### src/rtl/mem_access_unit.sv
// Memory-stage load/store unit: SRAM-like bus handshake, pipeline stall request,
// load lane selection/extension and misaligned-address exception detection.
module mem_access_unit #(
    parameter logic [7:0] OP_LB  = 8'h20,
    parameter logic [7:0] OP_LBU = 8'h21,
    parameter logic [7:0] OP_LH  = 8'h22,
    parameter logic [7:0] OP_LHU = 8'h23,
    parameter logic [7:0] OP_LW  = 8'h24,
    parameter logic [7:0] OP_SB  = 8'h28,
    parameter logic [7:0] OP_SH  = 8'h29,
    parameter logic [7:0] OP_SW  = 8'h2A
) (
    input  logic        clk,
    input  logic        rst,
    input  logic        memenM,
    input  logic        memwriteM,
    input  logic [7:0]  alucontrolM,
    input  logic [31:0] addrM,
    input  logic [31:0] wdataM,
    input  logic        stallM,
    input  logic        flushM,
    output logic        stall_req,
    output logic [31:0] rdataM,
    output logic        adelM,
    output logic        adesM,
    output logic [31:0] badvaddrM,
    output logic        data_req,
    output logic        data_wr,
    output logic [1:0]  data_size,
    output logic [31:0] data_addr,
    output logic [31:0] data_wdata,
    input  logic        data_addr_ok,
    input  logic        data_data_ok,
    input  logic [31:0] data_rdata
);

    typedef enum logic [2:0] {IDLE, WAIT_ADDR, WAIT_DATA, HOLD, DRAIN} state_e;

    state_e      state_q, state_d;
    logic [31:0] rdata_q, rdata_d;

    logic        is_half, is_word, misaligned, valid;
    logic        fmt_en;
    logic [31:0] word;
    logic [7:0]  lane_b;
    logic [15:0] lane_h;

    always_comb begin
        is_half    = (alucontrolM == OP_LH) || (alucontrolM == OP_LHU) || (alucontrolM == OP_SH);
        is_word    = (alucontrolM == OP_LW) || (alucontrolM == OP_SW);
        misaligned = (is_half && addrM[0]) || (is_word && (addrM[1:0] != 2'b00));
        valid      = memenM && !flushM && !misaligned;
        adelM      = memenM && !memwriteM && misaligned;
        adesM      = memenM && memwriteM && misaligned;
        badvaddrM  = (adelM || adesM) ? addrM : '0;
    end

    always_comb begin
        data_wr   = memwriteM;
        data_addr = addrM;
        if (is_word) begin
            data_size  = 2'd2;
            data_wdata = wdataM;
        end else if (is_half) begin
            data_size  = 2'd1;
            data_wdata = {2{wdataM[15:0]}};
        end else begin
            data_size  = 2'd0;
            data_wdata = {4{wdataM[7:0]}};
        end
    end

    always_comb begin
        state_d   = state_q;
        data_req  = 1'b0;
        stall_req = 1'b0;
        case (state_q)
            IDLE: begin
                if (valid) begin
                    data_req  = 1'b1;
                    stall_req = 1'b1;
                    state_d   = data_addr_ok ? WAIT_DATA : WAIT_ADDR;
                end
            end
            WAIT_ADDR: begin
                if (flushM) begin
                    state_d = IDLE;
                end else begin
                    data_req  = 1'b1;
                    stall_req = 1'b1;
                    if (data_addr_ok) state_d = WAIT_DATA;
                end
            end
            WAIT_DATA: begin
                // A flush coinciding with the response simply discards it.
                if (data_data_ok) begin
                    state_d = (flushM || !stallM) ? IDLE : HOLD;
                end else begin
                    stall_req = 1'b1;
                    if (flushM) state_d = DRAIN;
                end
            end
            HOLD: begin
                if (!stallM) state_d = IDLE;
            end
            DRAIN: begin
                stall_req = memenM;
                if (data_data_ok) state_d = IDLE;
            end
            default: state_d = IDLE;
        endcase
    end

    always_comb begin
        rdata_d = rdata_q;
        fmt_en  = 1'b0;
        word    = '0;
        if (state_q == WAIT_DATA && data_data_ok && !flushM) begin
            rdata_d = data_rdata;
            word    = data_rdata;
            fmt_en  = 1'b1;
        end else if (state_q == HOLD) begin
            word   = rdata_q;
            fmt_en = 1'b1;
        end
    end

    always_comb begin
        case (addrM[1:0])
            2'd0:    lane_b = word[7:0];
            2'd1:    lane_b = word[15:8];
            2'd2:    lane_b = word[23:16];
            default: lane_b = word[31:24];
        endcase
        lane_h = addrM[1] ? word[31:16] : word[15:0];
        rdataM = '0;
        if (fmt_en) begin
            case (alucontrolM)
                OP_LB:   rdataM = {{24{lane_b[7]}}, lane_b};
                OP_LBU:  rdataM = {24'd0, lane_b};
                OP_LH:   rdataM = {{16{lane_h[15]}}, lane_h};
                OP_LHU:  rdataM = {16'd0, lane_h};
                OP_LW:   rdataM = word;
                default: rdataM = '0;
            endcase
        end
    end

    always_ff @(posedge clk or posedge rst) begin
        if (rst) begin
            state_q <= IDLE;
            rdata_q <= '0;
        end else begin
            state_q <= state_d;
            rdata_q <= rdata_d;
        end
    end

endmodule

### config.mk
export PLATFORM = sky130hd
export DESIGN_NAME = mem_access_unit
export DESIGN_NICKNAME = d
export VERILOG_FILES = /design/src/rtl/mem_access_unit.sv
export SDC_FILE = /design/constraint.sdc
export NUM_CORES = 1
export LEC_CHECK = 0
export BUFFER_PORTS_ARGS = -buffer_cell sky130_fd_sc_hd__buf_4
export CORE_MARGIN = 5
export CORE_UTILIZATION = 30
export DETAILED_ROUTE_END_ITERATION = 10
export PLACE_DENSITY = 0.71
export SLEW_MARGIN = 20
export SYNTH_ARGS = -nofsm -noshare
export SYNTH_HDL_FRONTEND = slang
export SYNTH_SLANG_ARGS = --single-unit
### constraint.sdc
create_clock -name clk -period 4.25 [get_ports clk]
set_clock_uncertainty 0.15 [all_clocks]
set_input_delay 0.6375 -clock clk [delete_from_list [all_inputs] [get_ports clk]]
set_output_delay 0.6375 -clock clk [all_outputs]
set_load 0.1 [all_outputs]
Yosys cells after proc, flatten, opt, wreduce, memory -nomap -nowiden
Index checks and enable logic that the tools add are counted.
- equal/unequal tests: 18
- multiplexer cells: 28
- reduce and logical (&&, ||, !) cells: 24
- operators by type and width (operator ; count):
    $mux 32 ; 6
    $pmux 32 s5 ; 1
    $eq 8x6->1 const B ; 7
    $pmux 8 s3 ; 1
    $mux 3 ; 7
    $mux 16 ; 1
    $pmux 3 s5 ; 1
    $logic_and 1x1->1 ; 10
    $eq 3x2->1 const B ; 2
    $logic_or 1x1->1 ; 6
    $mux 1 ; 6
    $mux 2 ; 3
    $ne 2x2->1 const B ; 3
    $ne 3x3->1 const B ; 2
    $reduce_and 5->1 ; 1
    $logic_not 1->1 ; 4
    $pmux 1 s4 ; 1
    $eq 3x1->1 const B ; 1
    $eq 3x3->1 const B ; 1
    $logic_not 3->1 ; 1
    $eq 2x1->1 const B ; 1
    $eq 2x2->1 const B ; 1
    $logic_not 2->1 ; 1
    $pmux 1 s2 ; 1
    $reduce_bool 2->1 ; 1
- bits in registers: 35
- logic and storage cells: 72

Longest topological paths before layout
Gate-level depths: netlist of the first run.
- depth after elaboration: 9
- gate-level depth with buffers: 8
- gate-level depth less buffers: 5

Worst setup path after synthesis of the first run
No wires, ideal clock.
- path type: input-to-output
- from: in alucontrolM[4]
- to: out rdataM[22]
- arrival: 4.014 ns
- setup slack: -0.551 ns
- stages: 5
- path buffers: 1
- cell sequence: or4b_1 > buf_6 > or3_4 > nand2b_1 > o21ai_0
- cells in the longest elaborated chain, start to end: 3
- elaborated cells between the ends (all ways): 7
- those cells by class: eq/ne: 5; mux: 2
- ends and longest elaborated chain (element ; line ; text):
    start: declaration ; 17 ; input logic [7:0] alucontrolM,
    $eq 8x6->1 ; 138 ; case (alucontrolM)
    $pmux 32 s5 * ; 138 ;
    $mux 32 * ; 137 ; if (fmt_en) begin
    end: declaration ; 23 ; output logic [31:0] rdataM,
Mark *: on every way between the ends. The rest lies on a longest branch, timed or not.

Worst setup path after layout of the first run
- from: reg state_q[0]
- to: out rdataM[6]
- cells in the longest elaborated chain, start to end: 7
- elaborated cells between the ends (all ways): 12
- those cells by class: eq/ne: 2; mux: 8; reduce/logical: 2
- ends and longest elaborated chain (element ; line ; text):
    start: declaration ; 39 ; state_e state_q, state_d;
    start signal: assignment ; 154 ; state_q <= state_d;
    $eq 3x2->1 ; 118 ; if (state_q == WAIT_DATA && data_data_ok && !flushM) begin
    $logic_and 1x1->1 (2 in a row) ; 118 ;
    $mux 32 ; 118 ;
    $pmux 8 s3 or $mux 16 (tied branches) ; 129, 135 ;
    $pmux 32 s5 ; 138 ;
    $mux 32 * ; 137 ;
Marks and branches as above.

==> flow_summary_export.csv, run 1 <==
group,metric,value,unit
synth,ys_seq_area_share,25.8,%
timing,tns,0,ns
clock_network,clk-insertion-delay-late,0.27,ns
synth,ys_seq_elements,35,
pwr,leakagePower,2.58,nW
synth,syn_nets,538,
floorplan,start_util,31.0,%
synth,synth_cell_types,65,
critical_path,cp-end-kind,"output port",
routing,ant_nets,0,
floorplan,io_pins,247,
floorplan,die_w,116,um
routing,vias,3957,
floorplan,core_area,11000,um^2
critical_path,path_delay_family,"simple AND/OR/NAND/NOR gates",
clock_network,htreeDepth,2,
critical_path,path_max_fanout,32,
routing,drcViolationCount,0,
placed_design,place_hpwl,11500,um
routing,drt-vias-per-instance,5.20,
flow_run,cap_violations,0,
global_routing,antenna_found_initial,0,
critical_path,cp-start-kind,"register",
timing,setup_viol,0,
timing,layout_min_cycle_time,3.94,ns
layout,layoutNonFillerInstCount,761,
critical_path,path_class,"reg2out",
critical_path,r2r_cells,4,
critical_path,slowest_delay,0.65,ns
layout,diodes,0,
clock_network,clock_path_buffers,2,
timing,holdWs,0.322,ns
layout,final_cell_area,5240,um^2
placed_design,dp_slack,0.514,ns
synth,syn_inst,426,
timing,slew_headroom,44.9,%
synth,yosysWarnings,0,
timing,setup_slack,0.308,ns
timing,hold_viol_final,0,
routing,wl,14200,um
synth,synth_edf_count,0,
timing,worst_slew_pin_slew,0.827,ns
clock_network,tritoncts,"done",
pwr,total_power,1.89,mW
global_routing,grt_overflow,0,
routing,wl_per_cell,18.7,um
layout,nets,732,
layout,area_growth,53.9,%
synth,syn_area,3400,um^2
clock_network,ctsResizeCount,0,
critical_path,timing.rr.start,"state_q[0]",
floorplan,die_area,13600,um^2
clock_network,postCtsSetupRepairBufs,0,
timing,slew_viol_final,0,
placed_design,placed_area,5100,um^2
clock_network,numCtsBuffers,5,
layout,drive_above_1_share,50.2,%
timing,fmax,0.254,GHz
timing,fin_crit_sh,92.8,%
critical_path,critPathRequiredTime,3.46,ns
clock_network,clk_pin_slew,0.06,ns
critical_path,r2r_end,"rdata_q[0]",
global_routing,grt_max_degree,36,
critical_path,crit_buf_inv,1,
critical_path,crit_chain,"and4bb_2, and2_2, a221oi_1, a311o_1, a221oi_2, buf_4",
min_path,hp-class,"in2async",
clock_network,holdBufCountCts,0,
run_status,outcome,"completed",
floorplan,num_rows,38,
global_routing,grtUsageTotal,19.3,%
global_routing,grt_pass1_vias,3864,
placed_design,placed_cells,753,
routing,dr.first_iter.drc_count,217,
timing,grt_setup_unrepaired,"false",
clock_network,cts.sinks,35,
critical_path,cp_slowest_cell,"and2_2",
floorplan,die_h,116,um
placed_design,port_buffers,246,
synth,syn_area_per_cell,7.98,um^2
pwr,p_per_area,361,nW/um^2
critical_path,r2r_setup_slack,1.68,ns
synth,ys_async_sr_fraction,100,%
pwr,peakVddDrop,0.252,mV
layout,fin_util,47.7,%
routing,first_pass_iters,5,
clock_network,root_buffer,"clkbuf_16",
placed_design,globalplace.congestion,0.923,
synth,ys_dominant_reg_cell,"dfrtp_1",
global_routing,grt_pass1_wl,20500,um
critical_path,cp.arrival,3.15,ns
## metal layers
layer	share of wire [%]	track usage, %	vias to the layer above
met5	0	0	-
met4	2.4	6.57	0
met3	11	4.77	26
met2	50	34.6	230
met1	37	22.3	1844
li1	-	-	1857
## cell usage after synthesis, types with 2 or more instances
cell type	number	area [um^2]
a221oi_1	4	35.0
or3_1	2	12.5
o31a_1	2	17.5
a2111oi_0	2	17.5
buf_2	13	65.1
nand3_1	8	40.0
o221ai_1	11	96.3
a31o_2	2	17.5
dfrtp_1	35	876
nand2b_1	5	31.3
nor3_1	5	25.0
a22oi_1	21	158
a21oi_1	6	30.0
o21ai_1	3	15.0
and4b_1	2	20.0
a31oi_1	2	12.5
clkbuf_1	8	30.0
nand3b_1	2	15.0
a21o_1	2	15.0
and2_1	35	219
mux2i_1	12	120
o21ai_0	23	115
buf_4	43	323
nand2_1	84	315
inv_1	12	45.0
nor2b_1	9	56.3
or2_2	3	18.8
clkbuf_2	4	20.0
a211oi_2	2	25.0
a311o_1	2	20.0
nor2_1	6	22.5
a22o_1	2	17.5
or3b_2	2	17.5
o32ai_1	2	17.5
mux2_2	20	225
## layout make-up
cell class / instances / area, um^2
clock buffer: 7 / 133
multi-input combinational: 308 / 2070
inverter: 13 / 48.8
sequential: 35 / 876
clock inverter: 1 / 5.00
tap: 140 / 175
fill: 1056 / 5750
timing repair buffer: 257 / 1930
## how the worst max path moves through the flow
stage	startpoint	to	slack (ns)	cells after the start
2_1_floorplan	alucontrolM[4]	rdataM[22]	-0.55	5
3_3_place_gp	alucontrolM[4]	rdataM[26]	0.55	7
3_5_place_dp	alucontrolM[4]	rdataM[30]	0.51	7
4_1_cts	state_q[0]	rdataM[6]	0.38	6
5_1_grt	state_q[1]	rdataM[25]	0.18	6
6_report	state_q[0]	rdataM[6]	0.31	6
## tightest hold or removal path, cell delays in order
cell,delay [ns]
buf_4,0.11
inv_1,0.04
buf_4,0.40
## placed cells by master (no fill, tap or decap), types with 3 or more instances in the layout
master     Yosys  routed
a22oi_1       21      21
a221oi_1       4       4
dfrtp_1       35      35
nand2b_1       5       5
buf_4         43     257
inv_1         12      12
nor3_1         5       5
o221ai_2       0       7
o21ai_1        3       8
and2_1        35      34
nand3_1        8       8
nand2_1       84      84
or2_2          3       3
clkbuf_16      0       5
mux2i_1       12      12
nor2b_1        9       9
mux2_2        20      20
o21ai_0       23      18
o221ai_1      11       4
a21oi_1        6       6
nor2_1         6       6
## state kept, by name, indices dropped and copies added (netlist names)
| register | flops |
|---|---|
| rdata_q | 32 |
| state_q | 3 |
## power by group
group | total (mW) | switching, mW | leakage, nW | internal, mW
clock | 0.350 | 0.134 | 0.0679 | 0.216
combinational | 0.953 | 0.633 | 2.08 | 0.320
sequential | 0.585 | 0.0954 | 0.436 | 0.490
total | 1.89 | 0.863 | 2.58 | 1.03
## logic make-up (layout without fill, tap and decap cells)
logic type / count (synthesis) / after routing / synth area share [%]
flops: 35 / 35 / 25.8
mux: 33 / 33 / 10.5
compound gates: 101 / 101 / 22.6
buf+inv: 83 / 278 / 14.8
simple gates: 174 / 174 / 26.4
Power figures use the tool's default switching activity.
==> inputs of run 2 (changes only) <==
- CORE_MARGIN: 5 -> 2
==> run 2 against run 1 <==
  * Worst hold slack worse by 0.014 ns
  * Register-to-register slack better by 0.11 ns
  * Non-clock buffer count fell by 3
  * Global-route usage up 1.4 points
  * Largest cell class unchanged
  * Core utilization rose by 0.50 points
  * First-iteration DRC count increased by 38%
  * Setup slack better by 0.067 ns
  * Fmax is 1.7% higher
  * Die area fell by 10%
  * Critical path depth grew 1
==> flow_summary_export.csv, run 2 (synthesis results as in run 1) <==
group,metric,value,unit
layout,diodes,0,
timing,layout_min_cycle_time,3.88,ns
floorplan,start_util,31.1,%
critical_path,timing.rr.start,"state_q[0]",
critical_path,path_class,"reg2out",
critical_path,worst_path_most_repeated_cell,"buf_4",
layout,regMostFlops,"rdata_q",
critical_path,path_max_fanout,24,
layout,nets,729,
critical_path,cp-end-kind,"output port",
timing,hold_viol_final,0,
timing,worst_slew_pin_slew,0.761,ns
critical_path,cp-start-kind,"register",
global_routing,antenna_found_initial,0,
floorplan,core_area,10900,um^2
timing,slew_headroom,49.3,%
routing,drt-vias-per-instance,5.16,
critical_path,crit_buf_inv,2,
global_routing,grtUsageTotal,20.7,%
pwr,leakagePower,2.59,nW
layout,reg_top3,"rdata_q (32), state_q (3)",
critical_path,path_delay_family,"simple AND/OR/NAND/NOR gates",
clock_network,ctsResizeCount,0,
floorplan,io_pins,247,
clock_network,tritoncts,"done",
layout,final_cell_area,5270,um^2
clock_network,htreeDepth,2,
routing,wl_per_cell,17.6,um
pwr,peakVddDrop,0.206,mV
global_routing,grt_max_degree,36,
placed_design,place_hpwl,10600,um
critical_path,cp_slowest_cell,"and2_2",
layout,final_common_cell,"buf_4",
timing,grt_setup_unrepaired,"false",
layout,final_cell_mix,"buf_4 (254), nand2_1 (84), dfrtp_1 (35)",
timing,fin_crit_sh,91.2,%
placed_design,placed_cells,750,
floorplan,num_rows,38,
min_path,hp-class,"in2async",
layout,drive_above_1_share,50.3,%
clock_network,clock_path_buffers,2,
critical_path,critPathRequiredTime,3.46,ns
critical_path,slowest_delay,0.53,ns
clock_network,clk_pin_slew,0.06,ns
pwr,p_per_area,379,nW/um^2
clock_network,holdBufCountCts,0,
routing,drcViolationCount,0,
routing,vias,3913,
timing,tns,0,ns
placed_design,port_buffers,246,
clock_network,postCtsSetupRepairBufs,0,
global_routing,grt_pass1_wl,20700,um
routing,wl,13300,um
global_routing,grt_pass1_vias,3828,
critical_path,cp.arrival,3.09,ns
timing,fmax,0.258,GHz
flow_run,cap_violations,0,
placed_design,placed_area,5070,um^2
critical_path,critPathLaunch,"state_q[0]",
layout,area_growth,54.9,%
layout,layoutNonFillerInstCount,758,
routing,first_pass_iters,5,
floorplan,die_area,12200,um^2
run_status,outcome,"completed",
critical_path,crit_chain,"and4bb_2, and2_2, buf_4, a22oi_1, mux2_2, o221ai_1, buf_4",
clock_network,numCtsBuffers,5,
layout,largest_register_ffs,32,
timing,setup_viol,0,
global_routing,grt_overflow,0,
routing,ant_nets,0,
floorplan,die_h,110,um
routing,dr.first_iter.drc_count,299,
timing,slew_viol_final,0,
clock_network,cts.sinks,35,
placed_design,globalplace.congestion,0.931,
clock_network,root_buffer,"clkbuf_16",
clock_network,clk-insertion-delay-late,0.28,ns
floorplan,die_w,110,um
-- run 2: cell types whose count changed in the layout (fill, tap and decap cells not counted), sizes merged --
cell      before  now
clkinvlp       0    1
buf          257  254
bufinv         0    2
clkinv         2    1
clkbuf         7    5
-- run 2: metrics by stage --
step	hold WS, ns	utilization [%]	total power, mW	worst slack (ns)
4_1_cts	0.330	48.2	2.00	0.384
3_5_place_dp	0.315	46.4	1.51	0.431
6_report	0.308	48.2	2.00	0.375
2_1_floorplan	0.288	-	1.25	-0.551
5_1_grt	0.348	48.2	2.10	0.165
3_3_place_gp	0.302	46.4	1.48	0.508
-- run 2: worst reg2reg max path, stage by stage (launching register included) --
cell      delay [ns]
dfrtp_1         0.51
and4bb_2        0.40
and2_2          0.53
buf_4           0.35
mux2_2          0.39
-- run 2: power by group --
group / internal, mW / switching [mW] / total (mW)
registers: 0.489 / 0.0929 / 0.582
logic: 0.302 / 0.627 / 0.930
clock network: 0.336 / 0.151 / 0.487
-- run 2: worst paths after layout --
| check | to | slack (ns) | cells after the start |
|---|---|---|---|
| setup / recovery | rdataM[4] | 0.37 | 7 |
| max in group asynchronous | state_q[2] | 3.30 | 3 |
| hold / removal | rdata_q[21] | 0.31 | 3 |
| min in group clk | rdata_q[11] | 0.33 | 2 |
| setup reg to reg | rdata_q[0] | 1.79 | 4 |
| hold reg to reg | rdata_q[11] | 0.33 | 2 |
-- run 2: layer usage --
layer,GRT usage [%],up-vias,routed length [um]
li1,-,1842,-
met1,25.6,1840,5380
met2,35.6,206,6420
met3,5.54,25,1230
met4,5.33,0,277
met5,0,-,0
-- run 2: layout make-up --
class                           count  area, um^2
Sequential cell                    35         876
Inverter                           13        48.8
Clock inverter                      3        67.6
Fill cell                        1044        5670
Tap cell                          140         175
Multi-Input combinational cell    308        2070
Clock buffer                        5         125
Timing Repair Buffer              254        1910
==> inputs of run 3 (changes only) <==
- CELL_PAD_IN_SITES_DETAIL_PLACEMENT: default -> 1
- CELL_PAD_IN_SITES_GLOBAL_PLACEMENT: default -> 1
- PLACE_DENSITY: 0.71 -> 0.95
- REMOVE_ABC_BUFFERS: default -> 1
==> run 3 against run 2 <==
  * Clock power down 0.8%
  * Global-route usage up 3.6 points
  * Flip-flop and latch count stayed put
  * Largest cell class unchanged
  * Largest power group unchanged
  * Highest routed layer unchanged
==> flow_summary_export.csv, run 3 (synthesis results as in run 1) <==
group,metric,value,unit
run_status,outcome,"completed",
min_path,hp-class,"in2async",
critical_path,r2r_end,"rdata_q[3]",
placed_design,placed_cells,748,
layout,diodes,0,
layout,reg_top3,"rdata_q (32), state_q (3)",
timing,layout_min_cycle_time,3.93,ns
routing,drcViolationCount,0,
critical_path,timing.rr.start,"state_q[0]",
timing,fin_crit_sh,92.5,%
routing,drt-vias-per-instance,5.33,
global_routing,grt_pass1_vias,4191,
layout,final_cell_mix,"buf_4 (251), nand2_1 (84), dfrtp_1 (35)",
timing,grt_setup_unrepaired,"false",
clock_network,tritoncts,"done",
floorplan,num_rows,38,
layout,drive_above_1_share,49.0,%
global_routing,grtUsageTotal,24.3,%
timing,slew_viol_final,0,
flow_run,cap_violations,0,
clock_network,numCtsBuffers,5,
global_routing,grt_overflow,0,
routing,wl_per_cell,20.6,um
layout,layoutNonFillerInstCount,756,
critical_path,r2r_cells,4,
layout,final_common_cell,"buf_4",
clock_network,clock_path_buffers,2,
clock_network,root_buffer,"clkbuf_16",
layout,nets,727,
critical_path,critPathRequiredTime,3.46,ns
floorplan,die_h,110,um
pwr,leakagePower,2.58,nW
placed_design,port_buffers,246,
pwr,total_power,2.00,mW
pwr,p_per_area,383,nW/um^2
routing,first_pass_iters,5,
routing,dr.first_iter.drc_count,227,
layout,area_growth,53.5,%
floorplan,die_area,12200,um^2
clock_network,cts.sinks,35,
timing,holdWs,0.322,ns
floorplan,die_w,110,um
clock_network,clk-insertion-delay-late,0.28,ns
floorplan,start_util,31.1,%
global_routing,antenna_found_initial,0,
floorplan,core_area,10900,um^2
clock_network,ctsResizeCount,0,
timing,slew_headroom,47.5,%
critical_path,r2r_setup_slack,1.72,ns
critical_path,path_max_fanout,31,
clock_network,htreeDepth,2,
pwr,peakVddDrop,0.247,mV
clock_network,holdBufCountCts,0,
layout,regMostFlops,"rdata_q",
critical_path,path_class,"reg2out",
critical_path,cp-end-kind,"output port",
routing,ant_nets,0,
timing,worst_slew_pin_slew,0.787,ns
timing,setup_viol,0,
placed_design,place_hpwl,12500,um
routing,wl,15600,um
clock_network,postCtsSetupRepairBufs,0,
critical_path,critPathLaunch,"state_q[0]",
timing,fmax,0.254,GHz
layout,largest_register_ffs,32,
critical_path,cp.arrival,3.14,ns
timing,hold_viol_final,0,
placed_design,globalplace.congestion,0.899,
clock_network,clk_pin_slew,0.06,ns
routing,vias,4031,
critical_path,cp-start-kind,"register",
global_routing,grt_pass1_wl,23900,um
floorplan,io_pins,247,
global_routing,grt_max_degree,36,
[run 3: cell type report]
cell class / instances / area, um^2
well taps: 140 / 175
clock buffers: 5 / 125
multi-input cells: 308 / 2020
flip-flops and latches: 35 / 876
clock inverters: 3 / 67.6
inverters: 13 / 48.8
fillers: 1336 / 5710
repair buffers: 252 / 1900
[run 3: through the flow]
step                      util, %  area [um^2]  TNS (ns)  setup WS (ns)
after floorplan                 -         2950    -29.42         -0.976
after detailed placement     46.0         5030         0          0.373
final                        47.7         5220         0          0.320
after CTS                    47.7         5220         0          0.307
after global routing         47.7         5220         0          0.193
after global placement       46.0         5030         0          0.451
[run 3: critical path, stage by stage, from the launching register on]
cell and delay, ns:
dfrtp_1 0.51, and4bb_2 0.40, and2_2 0.63, buf_4 0.32, a22oi_1 0.13, mux2_2 0.33
o221ai_1 0.19, buf_4 0.33
[run 3: worst max path at each step]
stage	to
after global routing	rdataM[17]
after floorplan	rdataM[26]
after detailed placement	rdataM[30]
after CTS	rdataM[5]
after global placement	rdataM[31]
final	rdataM[5]
[run 3: per-layer routing]
metal / GRT usage, % / up-vias / wire, um
met5: 0 / - / 0
met4: 6.33 / 0 / 420
met3: 4.06 / 36 / 958
met2: 48.0 / 198 / 8520
met1: 26.6 / 1959 / 5700
li1: - / 1838 / -
[run 3: report_power, final]
| part | internal (mW) | switching [mW] |
|---|---|---|
| sequential | 0.490 | 0.0971 |
| combinational | 0.291 | 0.639 |
| clock | 0.336 | 0.147 |
| total | 1.12 | 0.883 |
